===== src/rtl/sandpiper_pkg.sv =====
// Shared definitions for the Sandpiper hex character writer: segment layout,
// glyph constants, FSM state encoding and the hex glyph lookup.
package sandpiper_pkg;

  localparam int SEG_BIT_A  = 0;
  localparam int SEG_BIT_B  = 1;
  localparam int SEG_BIT_C  = 2;
  localparam int SEG_BIT_D  = 3;
  localparam int SEG_BIT_E  = 4;
  localparam int SEG_BIT_F  = 5;
  localparam int SEG_BIT_G  = 6;
  localparam int SEG_BIT_DP = 7;

  localparam logic [7:0] SEG_BLANK = 8'h00;
  localparam logic [7:0] SEG_DP    = 8'h80;

  typedef enum logic [1:0] {
    ST_IDLE   = 2'd0,
    ST_ASSERT = 2'd1,
    ST_GAP    = 2'd2
  } state_e;

  // Pattern bits are {DP,G,F,E,D,C,B,A}; DP is never set by the glyph itself.
  function automatic logic [7:0] hex_glyph(input logic [3:0] nibble);
    logic [7:0] g;
    case (nibble)
      4'h0: g = 8'h3F;
      4'h1: g = 8'h06;
      4'h2: g = 8'h5B;
      4'h3: g = 8'h4F;
      4'h4: g = 8'h66;
      4'h5: g = 8'h6D;
      4'h6: g = 8'h7D;
      4'h7: g = 8'h07;
      4'h8: g = 8'h7F;
      4'h9: g = 8'h6F;
      4'hA: g = 8'h77;
      4'hB: g = 8'h7C;
      4'hC: g = 8'h39;
      4'hD: g = 8'h5E;
      4'hE: g = 8'h79;
      default: g = 8'h71;
    endcase
    return g;
  endfunction

endpackage


===== src/rtl/sandpiper_hex_to_seg.sv =====
// Combinational nibble-to-segment decode with blanking and decimal point.
module sandpiper_hex_to_seg
  import sandpiper_pkg::*;
(
  input  logic [3:0] nibble,
  input  logic       blank,
  input  logic       dp,
  output logic [7:0] seg
);

  // DP is ORed in after blanking so a blanked character can still show its dot.
  always_comb begin
    seg = blank ? SEG_BLANK : hex_glyph(nibble);
    if (dp) begin
      seg = seg | SEG_DP;
    end
  end

endmodule


===== src/rtl/sandpiper_hex_char_writer.sv =====
// Accepts a 32-bit word and writes its eight hex glyphs into the 7-segment
// driver, one character per commit_char high/low pulse.
module sandpiper_hex_char_writer
  import sandpiper_pkg::*;
#(
  parameter int CHAR_CT   = 8,
  parameter int DIMMING_W = 8,
  parameter int COMMIT_HI = 2,
  parameter int COMMIT_LO = 2
) (
  input  logic                       sys_clk,
  input  logic                       rst_n,
  input  logic                       in_valid,
  output logic                       in_ready,
  input  logic [31:0]                in_value,
  input  logic [CHAR_CT-1:0]         in_dp_mask,
  input  logic                       in_blank_lz,
  input  logic [DIMMING_W-1:0]       in_bright,
  output logic                       commit_char,
  output logic [$clog2(CHAR_CT)-1:0] char_sel,
  output logic [7:0]                 seg_out,
  output logic [DIMMING_W-1:0]       char_bright,
  output logic                       busy,
  output logic                       done
);

  localparam int SEL_W   = $clog2(CHAR_CT);
  localparam int CNT_MAX = (COMMIT_HI > COMMIT_LO) ? COMMIT_HI : COMMIT_LO;
  localparam int CNT_W   = $clog2(CNT_MAX + 1);
  localparam logic [SEL_W-1:0] LAST_IDX = SEL_W'(CHAR_CT - 1);
  localparam logic [CNT_W-1:0] HI_END   = CNT_W'(COMMIT_HI - 1);
  localparam logic [CNT_W-1:0] LO_END   = CNT_W'(COMMIT_LO - 1);

  state_e               state_q, state_d;
  logic [CNT_W-1:0]     cnt_q, cnt_d;
  logic [SEL_W-1:0]     idx_q, idx_d;
  logic [31:0]          value_q, value_d;
  logic [CHAR_CT-1:0]   dp_q, dp_d;
  logic [CHAR_CT-1:0]   blank_q, blank_d;
  logic [DIMMING_W-1:0] bright_q, bright_d;
  logic [7:0]           seg_q, seg_d;
  logic                 commit_q, commit_d;
  logic                 done_q, done_d;

  logic [CHAR_CT-1:0]   blank_vec;
  logic [SEL_W-1:0]     idx_nxt;
  logic [3:0]           conv_nib;
  logic                 conv_blank;
  logic                 conv_dp;
  logic [7:0]           conv_seg;

  // Character k blanks when nothing at or above nibble k is nonzero.
  for (genvar gi = 0; gi < CHAR_CT; gi++) begin : g_blank
    if (gi == 0) begin : g_first
      assign blank_vec[gi] = 1'b0;
    end else begin : g_rest
      assign blank_vec[gi] = in_blank_lz & ~(|(in_value >> (4 * gi)));
    end
  end

  assign idx_nxt = idx_q + SEL_W'(1);

  // Single decoder: character 0 straight from the inputs at accept, later
  // characters from the captured word one index ahead of the current one.
  always_comb begin
    if (state_q == ST_IDLE) begin
      conv_nib   = in_value[3:0];
      conv_blank = 1'b0;
      conv_dp    = in_dp_mask[0];
    end else begin
      conv_nib   = value_q[{idx_nxt, 2'b00} +: 4];
      conv_blank = blank_q[idx_nxt];
      conv_dp    = dp_q[idx_nxt];
    end
  end

  sandpiper_hex_to_seg u_hex_to_seg (
    .nibble (conv_nib),
    .blank  (conv_blank),
    .dp     (conv_dp),
    .seg    (conv_seg)
  );

  always_comb begin
    state_d  = state_q;
    cnt_d    = cnt_q;
    idx_d    = idx_q;
    value_d  = value_q;
    dp_d     = dp_q;
    blank_d  = blank_q;
    bright_d = bright_q;
    seg_d    = seg_q;
    commit_d = commit_q;
    done_d   = 1'b0;
    case (state_q)
      ST_IDLE: begin
        if (in_valid) begin
          value_d  = in_value;
          dp_d     = in_dp_mask;
          blank_d  = blank_vec;
          bright_d = in_bright;
          idx_d    = '0;
          seg_d    = conv_seg;
          commit_d = 1'b1;
          cnt_d    = '0;
          state_d  = ST_ASSERT;
        end
      end
      ST_ASSERT: begin
        if (cnt_q == HI_END) begin
          cnt_d    = '0;
          commit_d = 1'b0;
          state_d  = ST_GAP;
        end else begin
          cnt_d = cnt_q + CNT_W'(1);
        end
      end
      ST_GAP: begin
        if (cnt_q == LO_END) begin
          cnt_d = '0;
          if (idx_q != LAST_IDX) begin
            idx_d    = idx_nxt;
            seg_d    = conv_seg;
            commit_d = 1'b1;
            state_d  = ST_ASSERT;
          end else begin
            done_d  = 1'b1;
            state_d = ST_IDLE;
          end
        end else begin
          cnt_d = cnt_q + CNT_W'(1);
        end
      end
      default: begin
        state_d  = ST_IDLE;
        commit_d = 1'b0;
      end
    endcase
  end

  always_ff @(posedge sys_clk or negedge rst_n) begin
    if (!rst_n) begin
      state_q  <= ST_IDLE;
      cnt_q    <= '0;
      idx_q    <= '0;
      value_q  <= '0;
      dp_q     <= '0;
      blank_q  <= '0;
      bright_q <= '0;
      seg_q    <= SEG_BLANK;
      commit_q <= 1'b0;
      done_q   <= 1'b0;
    end else begin
      state_q  <= state_d;
      cnt_q    <= cnt_d;
      idx_q    <= idx_d;
      value_q  <= value_d;
      dp_q     <= dp_d;
      blank_q  <= blank_d;
      bright_q <= bright_d;
      seg_q    <= seg_d;
      commit_q <= commit_d;
      done_q   <= done_d;
    end
  end

  assign in_ready    = (state_q == ST_IDLE);
  assign busy        = ~in_ready;
  assign commit_char = commit_q;
  assign char_sel    = idx_q;
  assign seg_out     = seg_q;
  assign char_bright = bright_q;
  assign done        = done_q;

endmodule


===== config.mk =====
export PLATFORM = sky130hd
export DESIGN_NAME = sandpiper_hex_char_writer
export DESIGN_NICKNAME = d
export VERILOG_FILES = /design/src/rtl/sandpiper_pkg.sv /design/src/rtl/sandpiper_hex_to_seg.sv /design/src/rtl/sandpiper_hex_char_writer.sv
export SDC_FILE = /design/constraint.sdc
export NUM_CORES = 1
export LEC_CHECK = 0
export ABC_AREA = 1
export BUFFER_PORTS_ARGS = -buffer_cell sky130_fd_sc_hd__clkbuf_2
export CELL_PAD_IN_SITES_DETAIL_PLACEMENT = 1
export CELL_PAD_IN_SITES_GLOBAL_PLACEMENT = 1
export CORE_ASPECT_RATIO = 0.5
export CORE_MARGIN = 1.5
export CORE_UTILIZATION = 40
export DETAILED_ROUTE_END_ITERATION = 10
export GPL_TIMING_DRIVEN = 0
export PLACE_DENSITY = 0.81
export SLEW_MARGIN = 40
export SYNTH_ARGS = -nofsm -noshare
export SYNTH_HDL_FRONTEND = slang
export SYNTH_SLANG_ARGS = --single-unit

===== constraint.sdc =====
create_clock -name sys_clk -period 2.7 [get_ports sys_clk]
set_input_delay 0.135 -clock sys_clk [delete_from_list [all_inputs] [get_ports sys_clk]]
set_output_delay 0.135 -clock sys_clk [all_outputs]
set_load 0.05 [all_outputs]

# Yosys cells after proc, flatten, opt, wreduce, memory -nomap -nowiden
# Memories as Yosys holds them, arrays and structs flattened.
# Index checks and enable logic that the tools add are counted.
# totals
reg_bits	72
latchBits	0
mem_bits_rw	0
mem_bits_ro	112
inputBits	52
output_inout_bits	23
elab_cells	87
mem_count	1
# classes
add_sub_neg	2
mul	0
div	0
magnitude_cmp	1
n_eq_ne	8
n_shift	1
n_mux	33
n_bitwise	15
reduce_logical	16
# memory_table
memory	depth	word_bits	rd	rd_clocked_by_memory_dff	write_ports	line	source
(name not given)	16	7	1	0	0	sandpiper_pkg.sv:26	case (nibble)
# op_table
cell	n
2-to-1 mux 8 bit	5
indexed part select 32 x 6 -> 4 bit	1
OR reduction 28 bit	1
OR reduction 24 bit	1
OR reduction 20 bit	1
case mux 8 bit (2 select lines)	1
OR reduction 16 bit	1
2-to-1 mux 1 bit	12
OR reduction 12 bit	1
2-to-1 mux 2 bit	5
2-to-1 mux 3 bit	3
!= test 2 bit (second input constant)	4
NOT 1 bit	8
AND reduction 4 bit	2
OR reduction 8 bit	1
AND 1 bit	7
binary-select mux 1 bit (select 3 bit)	2
case mux 2 bit (3 select lines)	1
case mux 3 bit (2 select lines)	1
== test 2 x 1 -> 1 bit (second input constant)	2
less-than comparator 3 x 4 -> 1 bit (second input constant)	1
2-to-1 mux 4 bit	1
case mux 2 bit (2 select lines)	1
AND reduction 2 bit	2
other kinds (10)	11

# Logic depth before layout (Yosys ltp)
# Gate-level depths: netlist of the first run.
# logic_depth
word_depth	9
ltp_mapped	15
mapped_depth_nobuf	14

# Cells and area by module
# Synthesis of the first run repeated with hierarchy kept, for this count alone.
# unflattened
cells_unflattened	524
area_unflattened_um2	3842.4
# modules_own_cells
module	instances	cells_per_inst	area_per_inst_um2
sandpiper_hex_char_writer	1	478	3585.9
sandpiper_hex_to_seg	1	46	256.5

# Worst setup path after synthesis of the first run
# No wires, ideal clock.
# synth_path
path_type	register -> register
from	reg idx_q[0], in the netlist char_sel[0]
to	reg seg_q[3], in the netlist seg_out[3]
setup_ns	0.118
arrival_ns	2.322
required_time_ns	2.582
slack_ns	0.261
path_stages_with_launch	13
path_buffers	0
synth_period_minus_slack_ns	2.439
cell_sequence	dfrtp_1 ha_1 ha_1 inv_1 nand3_1 nand3_2 nand2_2 inv_1 ha_1 o21ai_0 nand2_1 nand3_1 nand2_1
# synth_via
elab_chain_len	9
# synth_rtl
item	line	source
from (decl)	sandpiper_hex_char_writer.sv:36	logic [SEL_W-1:0] idx_q, idx_d;
from (signal assigned)	sandpiper_hex_char_writer.sv:156	idx_q <= idx_d;
adder 3 x 1 -> 3 bit	sandpiper_hex_char_writer.sv:61	assign idx_nxt = idx_q + SEL_W'(1);
indexed part select 32 x 6 -> 4 bit or binary-select mux 1 bit (select 3 bit) (tied branches)	sandpiper_hex_char_writer.sv:71, sandpiper_hex_char_writer.sv:72	
2-to-1 mux 4 bit or 2-to-1 mux 1 bit (tied branches)	sandpiper_hex_char_writer.sv:66, sandpiper_hex_char_writer.sv:72	
memory (16 x 7 bit) or 2-to-1 mux 1 bit (tied branches)	-	
2-to-1 mux 8 bit	sandpiper_hex_to_seg.sv:13	seg = blank ? SEG_BLANK : hex_glyph(nibble);
2-to-1 mux 8 bit	sandpiper_hex_to_seg.sv:14	if (dp) begin
2-to-1 mux 8 bit	sandpiper_hex_char_writer.sv:121	if (idx_q != LAST_IDX) begin
2-to-1 mux 8 bit	sandpiper_hex_char_writer.sv:119	if (cnt_q == LO_END) begin
case mux 8 bit (2 select lines)	sandpiper_hex_char_writer.sv:95	case (state_q)
to (signal assigned)	sandpiper_hex_char_writer.sv:161	seg_q <= seg_d;
to (decl)	sandpiper_hex_char_writer.sv:41	logic [7:0] seg_q, seg_d;
# Several ways; a longest one is shown, not always the timed one. The select of a mux whose other input is x is not followed.
# A chain may end at the register's enable or synchronous reset.

# Final worst setup path of the first run
# Same ends and word-level chain as after synthesis.

==> results of run 1 <==
repair_timing:
action | CTS | global route
resized for setup | 0 | 6
endpoints found under the hold margin | 86 | 0
setup buffers | 0 | 1
setup endpoints to repair | 0 | 2
hold buffers | 15 | 0
worst max-delay path by stage:
stage	start	to	slack, ns	cells past startpoint
after floorplan	char_sel[0]	seg_out[3]	0.26	12
after global placement	char_sel[0]	seg_out[3]	0.12	13
after detailed placement	char_sel[0]	seg_out[3]	0.09	13
after CTS	char_sel[0]	seg_out[3]	0.03	13
after global routing	char_sel[0]	seg_out[3]	0.05	12
final	char_sel[0]	seg_out[3]	0.23	12
worst max-delay path: cells and delay by family (launching register included):
family | cells | cell delay (ns)
and+or+nand+nor | 7 | 0.68
adders and majority gates | 2 | 0.70
buffers and inverters | 2 | 0.34
DFF | 1 | 0.47
AOI/OAI and AO/OA | 1 | 0.19
sequential cells by signal, indices dropped and copies added (netlist names):
signal,flops
done,1
blank_q,7
commit_char,1
char_sel,3
cnt_q,2
value_q,32
dp_q,8
seg_out,8
state_q,2
char_bright,8
cell families after synthesis:
family | after synthesis | share of synthesized area (%)
AND/OR/NAND/NOR | 275 | 31.4
flip-flops | 72 | 48.6
buffers and inverters | 60 | 7.47
adder cells (fa/ha/maj) | 13 | 4.39
AO/OA/AOI/OAI | 56 | 8.14
power breakdown:
group | internal [mW] | total (mW) | leakage (nW) | switching [mW]
sequential | 1.54 | 1.81 | 0.904 | 0.273
combinational | 1.05 | 3.50 | 1.46 | 2.44
clock | 0.839 | 1.33 | 0.163 | 0.491
cell usage in the layout, fill, tap and decap left out, types with 2 or more instances in the layout:
cell type      netlist  final
nand2_1            207    207
clkbuf_2             0     73
dfrtp_1             72     72
o21ai_0             34     34
inv_1               33     32
nand3_1             28     28
nor2_1              15     15
dlygate4sd3_1        0     15
ha_1                13     11
clkbuf_16            0      9
o21ai_1              8      8
nand2_2              7      7
clkbuf_1             7      7
a21oi_1              6      6
inv_2                5      5
buf_6                4      4
nand3_2              4      4
nor4_1               4      4
buf_1                3      3
nand4_1              3      3
inv_4                2      2
buf_2                4      2
o22ai_1              2      2
nor3_2               2      2
nand2_4              2      2
ha_4                 0      2
clkbuf_8             0      2
bufinv_16            0      2
clkinv_4             0      2
area by class of cell:
type	count	area [um^2]	share of cell area, %
Buffer	18	115	2.41
Clock buffer	10	239	5.01
Multi-Input combinational cell	344	1650	34.6
Clock inverter	6	91.3	1.91
Inverter	41	163	3.41
Tap cell	117	146	3.07
Timing Repair Buffer	91	564	11.8
Sequential cell	72	1800	37.8
per-stage QoR:
step	cells	worst slack (ns)	utilization (%)
floorplan	476	0.261	-
global placement	667	0.121	47.6
detailed placement	668	0.0938	48.1
CTS	699	0.0340	53.5
global route	699	0.0473	53.9
finish	699	0.230	53.9
routing by layer:
layer,up-vias,GRT usage [%],part of all wire [%]
li1,1707,-,-
met1,1747,32.2,46
met2,74,42.3,49
met3,12,5.42,3.6
met4,0,7.92,1.5
met5,-,0,0
==> metrics.csv, run 1 <==
metric,value,unit
Rows,24,
Worst slew margin,61.9,%
max_cap viols,0,
first-pass GRT wire length,19100,um
CTS tree,built,
first-pass detailed-route iteration total,7,
status,"finished, violations left",
Worst Path Arrival,2.70,ns
CP startpoint kind,register,
Critical Path End Type,register,
Setup Viol. Count Final,0,
Worst-Margin Slew,0.567,ns
initial antenna violation count,0,
fraction of registers with async set/reset,100,%
layout cell share with drive strength beyond 1,22.2,%
final clock skew,0.00829,ns
Hold Slack,0.00575,ns
worst reg2reg setup slack,0.23,ns
gr ovfl total,0,
DR vias,3540,
most frequent CP cell,nand2_1,
"count leader, synth",nand2_1,
design area,0.00477,mm^2
failing checks,DRC,
core area,0.00886,mm^2
CP Class,reg -> reg,
die span in x,139,um
cell taking the most area after synthesis,dfrtp_1,
crit share post-route,91.5,%
Root Buffer,clkbuf_16,
cells after synthesis,476,
post-synth cell types,33,
FF-to-FF End,seg_out[3],
worst r2r src,char_sel[0],
min-delay src,in_value[26],
1st-iter DRT viols,143,
Period minus WS final,2.47,ns
leak pwr,2.52,nW
Crit path required time,2.93,ns
Synth Warn #,0,
peak supply drop,0.542,mV
GP Congestion,0.813,
CTS Buf Count,9,
DRT Wirelength,11200,um
hpwl dp,7860,um
"Reg clk slew, reported paths",0.06,ns
pin count of the biggest net entering global routing,48,
Clock Latency Late Sink,0.35,ns
Synth top area share,48.6,%
vias per cell,5.06,
layout net count,642,
number of global-route vias before repair,3814,
placed inst area,0.00426,mm^2
Final ANT Viol Nets,0,
"Net Count, Synth",541,
# H-tree levels,3,
# diodes,0,
io pins,75,
FMAX,405,MHz
ys flop type,dfrtp_1,
PortBufs,74,
post-synthesis register bit count,72,
pwr dens,1390,mW/mm^2
Worst Hold Depth,3,
WHS Endpoint,value_q[26],
class of the worst hold path,in -> reg,
critical path cell sequence,"ha_4, clkbuf_4, nand2_1, nand3_1, nand3_2, nand2_2, inv_1, ha_1, o21ai_0, nand2_1, nand3_1, nand2_1",
max incr delay on CP,0.47,ns
Final Slew Violations,0,
synth cell count leaders,"207 x nand2_1, 72 x dfrtp_1, 34 x o21ai_0",
# fillers,1129,
routed len/inst,16.1,um
Die ar.,0.00988,mm^2
number of remaining DRC errors,4,
Worst R2R Path Depth,12,
Die H,71.0,um
ranking of synthesized cells by area,"dfrtp_1 49%, nand2_1 21%, o21ai_0 4.6%",
post-synthesis sequential area ratio,48.6,%
Pwr Total,6.64,mW
Syn-to-layout area delta,28.8,%
unrepaired setup endpoints after global routing,no,
CTS sink cnt,72,
final hold viol count,0,
Post-synth EDFFs,0,
initial cell density of the core,41.8,%
syn avg cell area,7.78,um^2
CTS max path bufs,2,
Fin Setup TNS,0,ns
mapped cell area,0.00370,mm^2
gr usage total,24.9,%
Critical-path top delay cell,dfrtp_1,
"critical path fanouts, max",10,
Note: power is estimated with default switching activity, not from simulation.
==> inputs of run 2 (changes only) <==
--- a/config.mk
+++ b/config.mk
@@ -15,6 +15,8 @@
 export DETAILED_ROUTE_END_ITERATION = 10
 export GPL_TIMING_DRIVEN = 0
 export PLACE_DENSITY = 0.81
+export RECOVER_POWER = 25
+export SKIP_LAST_GASP = 1
 export SLEW_MARGIN = 40
 export SYNTH_ARGS = -nofsm -noshare
 export SYNTH_HDL_FRONTEND = slang
==> run 2 against run 1 <==
- wire length decreased by 0.41%
- first-iteration DRC count increased by 2.1%
- the run still ends with DRC left
- sequential power about the same
- via count increased by 0.45%
- setup slack got worse by 0.011 ns
- total power decreased by 0.19%
- design area decreased by 0.63%
- count of clock-buffer cells in the layout unchanged
- final cell count unchanged
- largest power group unchanged
- clock skew decreased by 0.00059 ns
- global-route usage unchanged
==> metrics.csv, run 2 (synthesis gave the netlist of run 1 again) <==
metric,value,unit
status,"finished, violations left",
failing checks,DRC,
max reg flops,32,
final hold viol count,0,
Syn-to-layout area delta,28.0,%
placed inst area,0.00426,mm^2
CP Launch Point,char_sel[0],
"critical path fanouts, max",10,
1st-iter DRT viols,146,
worst reg2reg setup slack,0.22,ns
hpwl dp,7860,um
max incr delay on CP,0.47,ns
class of the worst hold path,in -> reg,
crit share post-route,91.9,%
Worst slew margin,6.21,%
WP buf/inv,2,
DR vias,3556,
"commonest non-fill, non-tap cell in the layout",nand2_1,
routed len/inst,16.0,um
number of remaining DRC errors,4,
FMAX,403,MHz
unrepaired setup endpoints after global routing,no,
pwr dens,1400,mW/mm^2
Layout Cells excl Fill,699,
# diodes,0,
gr ovfl total,0,
FF-to-FF End,seg_out[3],
initial antenna violation count,0,
vias per cell,5.09,
pin count of the biggest net entering global routing,48,
CTS sink cnt,72,
"commonest cells after routing, fill and taps aside","207 x nand2_1, 73 x clkbuf_2, 72 x dfrtp_1",
GP Congestion,0.813,
PortBufs,74,
Inst Count DP,668,
leak pwr,2.51,nW
DRT Wirelength,11200,um
CP top delay family,adder cells,
Worst-Margin Slew,1.41,ns
CP startpoint kind,register,
Die ar.,0.00988,mm^2
initial cell density of the core,41.8,%
critical path cell sequence,"ha_4, clkbuf_4, nand2_1, nand3_1, nand3_2, nand2_2, inv_1, ha_1, o21ai_0, nand2_1, nand3_1, nand2_1",
critical path endpoint,seg_out[3],
first-pass GRT wire length,19100,um
"Reg clk slew, reported paths",0.06,ns
Clock Latency Late Sink,0.35,ns
Critical-path top delay cell,dfrtp_1,
Die H,71.0,um
CTS tree,built,
# fillers,1132,
Root Buffer,clkbuf_16,
CTS max path bufs,2,
gr usage total,24.9,%
max_cap viols,0,
Worst R2R Path Depth,12,
Biggest register,value_q,
Worst Path Arrival,2.71,ns
layout cell share with drive strength beyond 1,22.0,%
number of global-route vias before repair,3814,
core area,0.00886,mm^2
CP Class,reg -> reg,
Worst Hold Depth,3,
Final Slew Violations,0,
first-pass detailed-route iteration total,8,
Period minus WS final,2.48,ns
io pins,75,
final clock skew,0.00770,ns
most frequent CP cell,nand2_1,
Crit path depth,12,
Setup Viol. Count Final,0,
die span in x,139,um
Critical Path End Type,register,
CTS Buf Count,9,
post-layout util,53.5,%
Fin Setup TNS,0,ns
worst r2r src,char_sel[0],
Final ANT Viol Nets,0,
layout net count,642,
Crit path required time,2.93,ns
peak supply drop,0.542,mV
Rows,24,
design area,0.00474,mm^2
# H-tree levels,3,
-- run 2: changes by cell type in the layout (fill, tap and decap cells not counted) --
cell      change
buf_16        -1
clkbuf_1      +1
clkbuf_4      +1
clkbuf_8      -1
-- run 2: how the worst min path moves through the flow --
stage	to	slack, ns	startpoint
detailed placement	char_bright[1]	0.03	rst_n
CTS	value_q[14]	0.002	in_value[14]
global placement	char_bright[1]	0.33	in_bright[1]
floorplan	blank_q[1]	-0.16	rst_n
global route	value_q[14]	0.01	in_value[14]
finish	value_q[26]	0.006	in_value[26]
-- run 2: final cells by class --
| cell class | count | area (um^2) | area share (%) |
|---|---|---|---|
| sequential | 72 | 1800 | 38.0 |
| clock buffer | 10 | 239 | 5.04 |
| timing repair buffer | 91 | 534 | 11.3 |
| inverter | 41 | 163 | 3.43 |
| buffer | 18 | 115 | 2.43 |
| clock inverter | 6 | 91.3 | 1.93 |
| tap | 117 | 146 | 3.09 |
| multi-input combinational | 344 | 1650 | 34.8 |
-- run 2: metal layers --
layer / vias up / global-route usage [%] / part of all wire (%)
met5: - / 0 / 0
met4: 0 / 7.92 / 1.7
met3: 21 / 5.42 / 4.0
met2: 83 / 42.3 / 48
met1: 1748 / 32.2 / 46
li1: 1704 / - / -
-- run 2: repair_timing --
action | CTS | global route
resized for setup | 0 | 6
hold buffers | 15 | 0
endpoints found under the setup margin | 0 | 2
buffers inserted | 0 | 1
endpoints found under the hold margin | 86 | 0
-- run 2: through the flow --
stage / power, mW / hold WS, ns / setup slack, ns
2_1_floorplan: 4.29 / -0.161 / 0.261
3_3_place_gp: 5.09 / 0.329 / 0.121
3_5_place_dp: 5.23 / 0.0340 / 0.0938
4_1_cts: 6.64 / 0.00175 / 0.0340
5_1_grt: 7.16 / 0.0142 / 0.0473
6_report: 6.63 / 0.00606 / 0.219
-- run 2: report_power, final --
group          switching, mW  internal (mW)
registers              0.274           1.54
logic                   2.44           1.05
clock network          0.490          0.839
-- run 2: worst min-delay path, delay by kind of cell --
| kind | cells | cell delay, ns |
|---|---|---|
| simple gates | 2 | 0.10 |
| buf+inv | 1 | 0.09 |
==> inputs of run 3 (changes only) <==
--- a/config.mk
+++ b/config.mk
@@ -11,10 +11,10 @@
 export CELL_PAD_IN_SITES_GLOBAL_PLACEMENT = 1
 export CORE_ASPECT_RATIO = 0.5
 export CORE_MARGIN = 1.5
-export CORE_UTILIZATION = 40
+export CORE_UTILIZATION = 43
 export DETAILED_ROUTE_END_ITERATION = 10
 export GPL_TIMING_DRIVEN = 0
-export PLACE_DENSITY = 0.81
+export PLACE_DENSITY = 0.86
 export RECOVER_POWER = 25
 export SKIP_LAST_GASP = 1
 export SLEW_MARGIN = 40
==> constraint.sdc (replaced) <==
create_clock -name sys_clk -period 3 [get_ports sys_clk]
set_input_delay 0.15 -clock sys_clk [delete_from_list [all_inputs] [get_ports sys_clk]]
set_output_delay 0.15 -clock sys_clk [all_outputs]
set_load 0.05 [all_outputs]
==> run 3 against run 2 <==
- the run ends with capacitance limit, slew limit left
- final cell count fell by 1.7%
- wire length fell by 0.31%
- via count barely moved
- register-to-register slack improved by 0.13 ns
- worst hold slack got worse by 0.0056 ns
- global-route usage rose by 0.76 points
- combinational power fell by 11%
- die area fell by 6.8%
- clock power fell by 13%
- core utilization rose by 3.3 points
- largest cell class unchanged
==> metrics.csv, run 3 (synthesis gave the netlist of run 1 again) <==
metric,value,unit
Worst-Margin Slew,1.59,ns
layout cell share with drive strength beyond 1,21.7,%
max_cap viols,1,
CP Class,reg -> reg,
crit share post-route,88.3,%
Final Slew Violations,27,
core area,0.00817,mm^2
"critical path fanouts, max",10,
CTS Buf Count,9,
Rows,23,
"commonest non-fill, non-tap cell in the layout",nand2_1,
final clock skew,0.00841,ns
DRT Wirelength,11200,um
status,"finished, violations left",
initial antenna violation count,0,
unrepaired setup endpoints after global routing,no,
Hold Slack,0.000428,ns
# H-tree levels,3,
Die H,68.6,um
# fillers,1051,
Biggest register,value_q,
GP Congestion,0.836,
vias per cell,5.17,
Critical Path End Type,register,
Die ar.,0.00921,mm^2
initial cell density of the core,45.3,%
met1 WL,5030,um
hpwl dp,7700,um
DR WL met2,5350,um
Final ANT Viol Nets,0,
final hold viol count,0,
number of remaining DRC errors,0,
PortBufs,74,
Period minus WS final,2.65,ns
class of the worst hold path,in -> reg,
first-pass GRT wire length,17700,um
CTS sink cnt,72,
CP startpoint kind,register,
Worst slew margin,-6.07,%
Fin Setup TNS,0,ns
pin count of the biggest net entering global routing,47,
CTS resizes,0,
Post-CTS Repair Setup Buffers,0,
DR vias,3553,
Worst Path Arrival,2.88,ns
Syn-to-layout area delta,25.3,%
gr ovfl total,0,
pwr dens,1270,mW/mm^2
io pins,75,
highest metal used,met4,
routed len/inst,16.3,um
number of global-route vias before repair,3536,
FMAX,378,MHz
Crit path required time,3.23,ns
gr usage total,25.7,%
die span in x,134,um
"commonest cells after routing, fill and taps aside","207 x nand2_1, 73 x clkbuf_2, 72 x dfrtp_1",
Setup Viol. Count Final,0,
max reg flops,32,
peak supply drop,0.507,mV
first-pass detailed-route iteration total,4,
CTS tree,built,
1st-iter DRT viols,229,
"Hold-fix buffers, CTS",7,
"Reg clk slew, reported paths",0.06,ns
failing checks,"capacitance limit, slew limit",
layout net count,635,
CTS max path bufs,2,
Clock Latency Late Sink,0.35,ns
# diodes,0,
Root Buffer,clkbuf_16,
leak pwr,2.49,nW
DR WL met3,642,um
-- run 3: worst paths after layout --
check / endpoint / slack, ns / depth (start not counted) / start
max reg2reg: seg_out[3] / 0.35 / 13 / char_sel[0]
max in group asynchronous: dp_q[6] / 1.34 / 2 / rst_n
min: char_bright[0] / 0.0004 / 3 / in_bright[0]
max: seg_out[3] / 0.35 / 13 / char_sel[0]
min reg2reg: seg_out[1] / 0.47 / 2 / seg_out[1]
min in group asynchronous: char_bright[0] / 0.74 / 2 / rst_n
-- run 3: metrics by stage --
step	cells	power, mW	worst slack, ns	instance area [um^2]	util (%)
floorplan	476	3.86	0.561	3700	-
global placement	662	4.57	0.432	4210	51.6
detailed placement	663	4.69	0.383	4250	52.0
CTS	686	5.92	0.369	4640	56.8
global route	687	6.35	0.181	4640	56.8
finish	687	5.90	0.352	4640	56.8
-- run 3: area by class of cell --
| class | count | area, um^2 | area share (%) |
|---|---|---|---|
| Sequential cell | 72 | 1800 | 38.8 |
| Timing Repair Buffer | 83 | 477 | 10.3 |
| Buffer | 19 | 118 | 2.53 |
| Tap cell | 112 | 140 | 3.02 |
| Clock inverter | 7 | 96.3 | 2.08 |
| Multi-Input combinational cell | 344 | 1630 | 35.0 |
| Inverter | 41 | 159 | 3.42 |
| Clock buffer | 9 | 225 | 4.85 |
-- run 3: worst max-delay path: stages (launching register included) --
cell,delay [ns]
dfrtp_1,0.45
ha_1,0.44
inv_2,0.11
buf_2,0.25
o211ai_1,0.13
nand3_1,0.16
nand3_2,0.10
nand2_2,0.10
inv_1,0.09
ha_1,0.33
o21ai_0,0.18
nand2_1,0.07
nand3_1,0.08
nand2_1,0.05
-- run 3: routing by layer --
layer,vias up,track usage (%)
met5,-,0
met2,93,44.9
met3,17,7.75
li1,1693,-
met4,0,6.59
met1,1750,31.7
-- run 3: power by group --
| part | leakage [nW] | switching, mW | internal [mW] | total, mW |
|---|---|---|---|---|
| registers | 0.904 | 0.246 | 1.39 | 1.63 |
| clock network | 0.159 | 0.430 | 0.729 | 1.16 |
| logic | 1.43 | 2.19 | 0.914 | 3.11 |
| total | 2.49 | 2.87 | 3.03 | 5.90 |
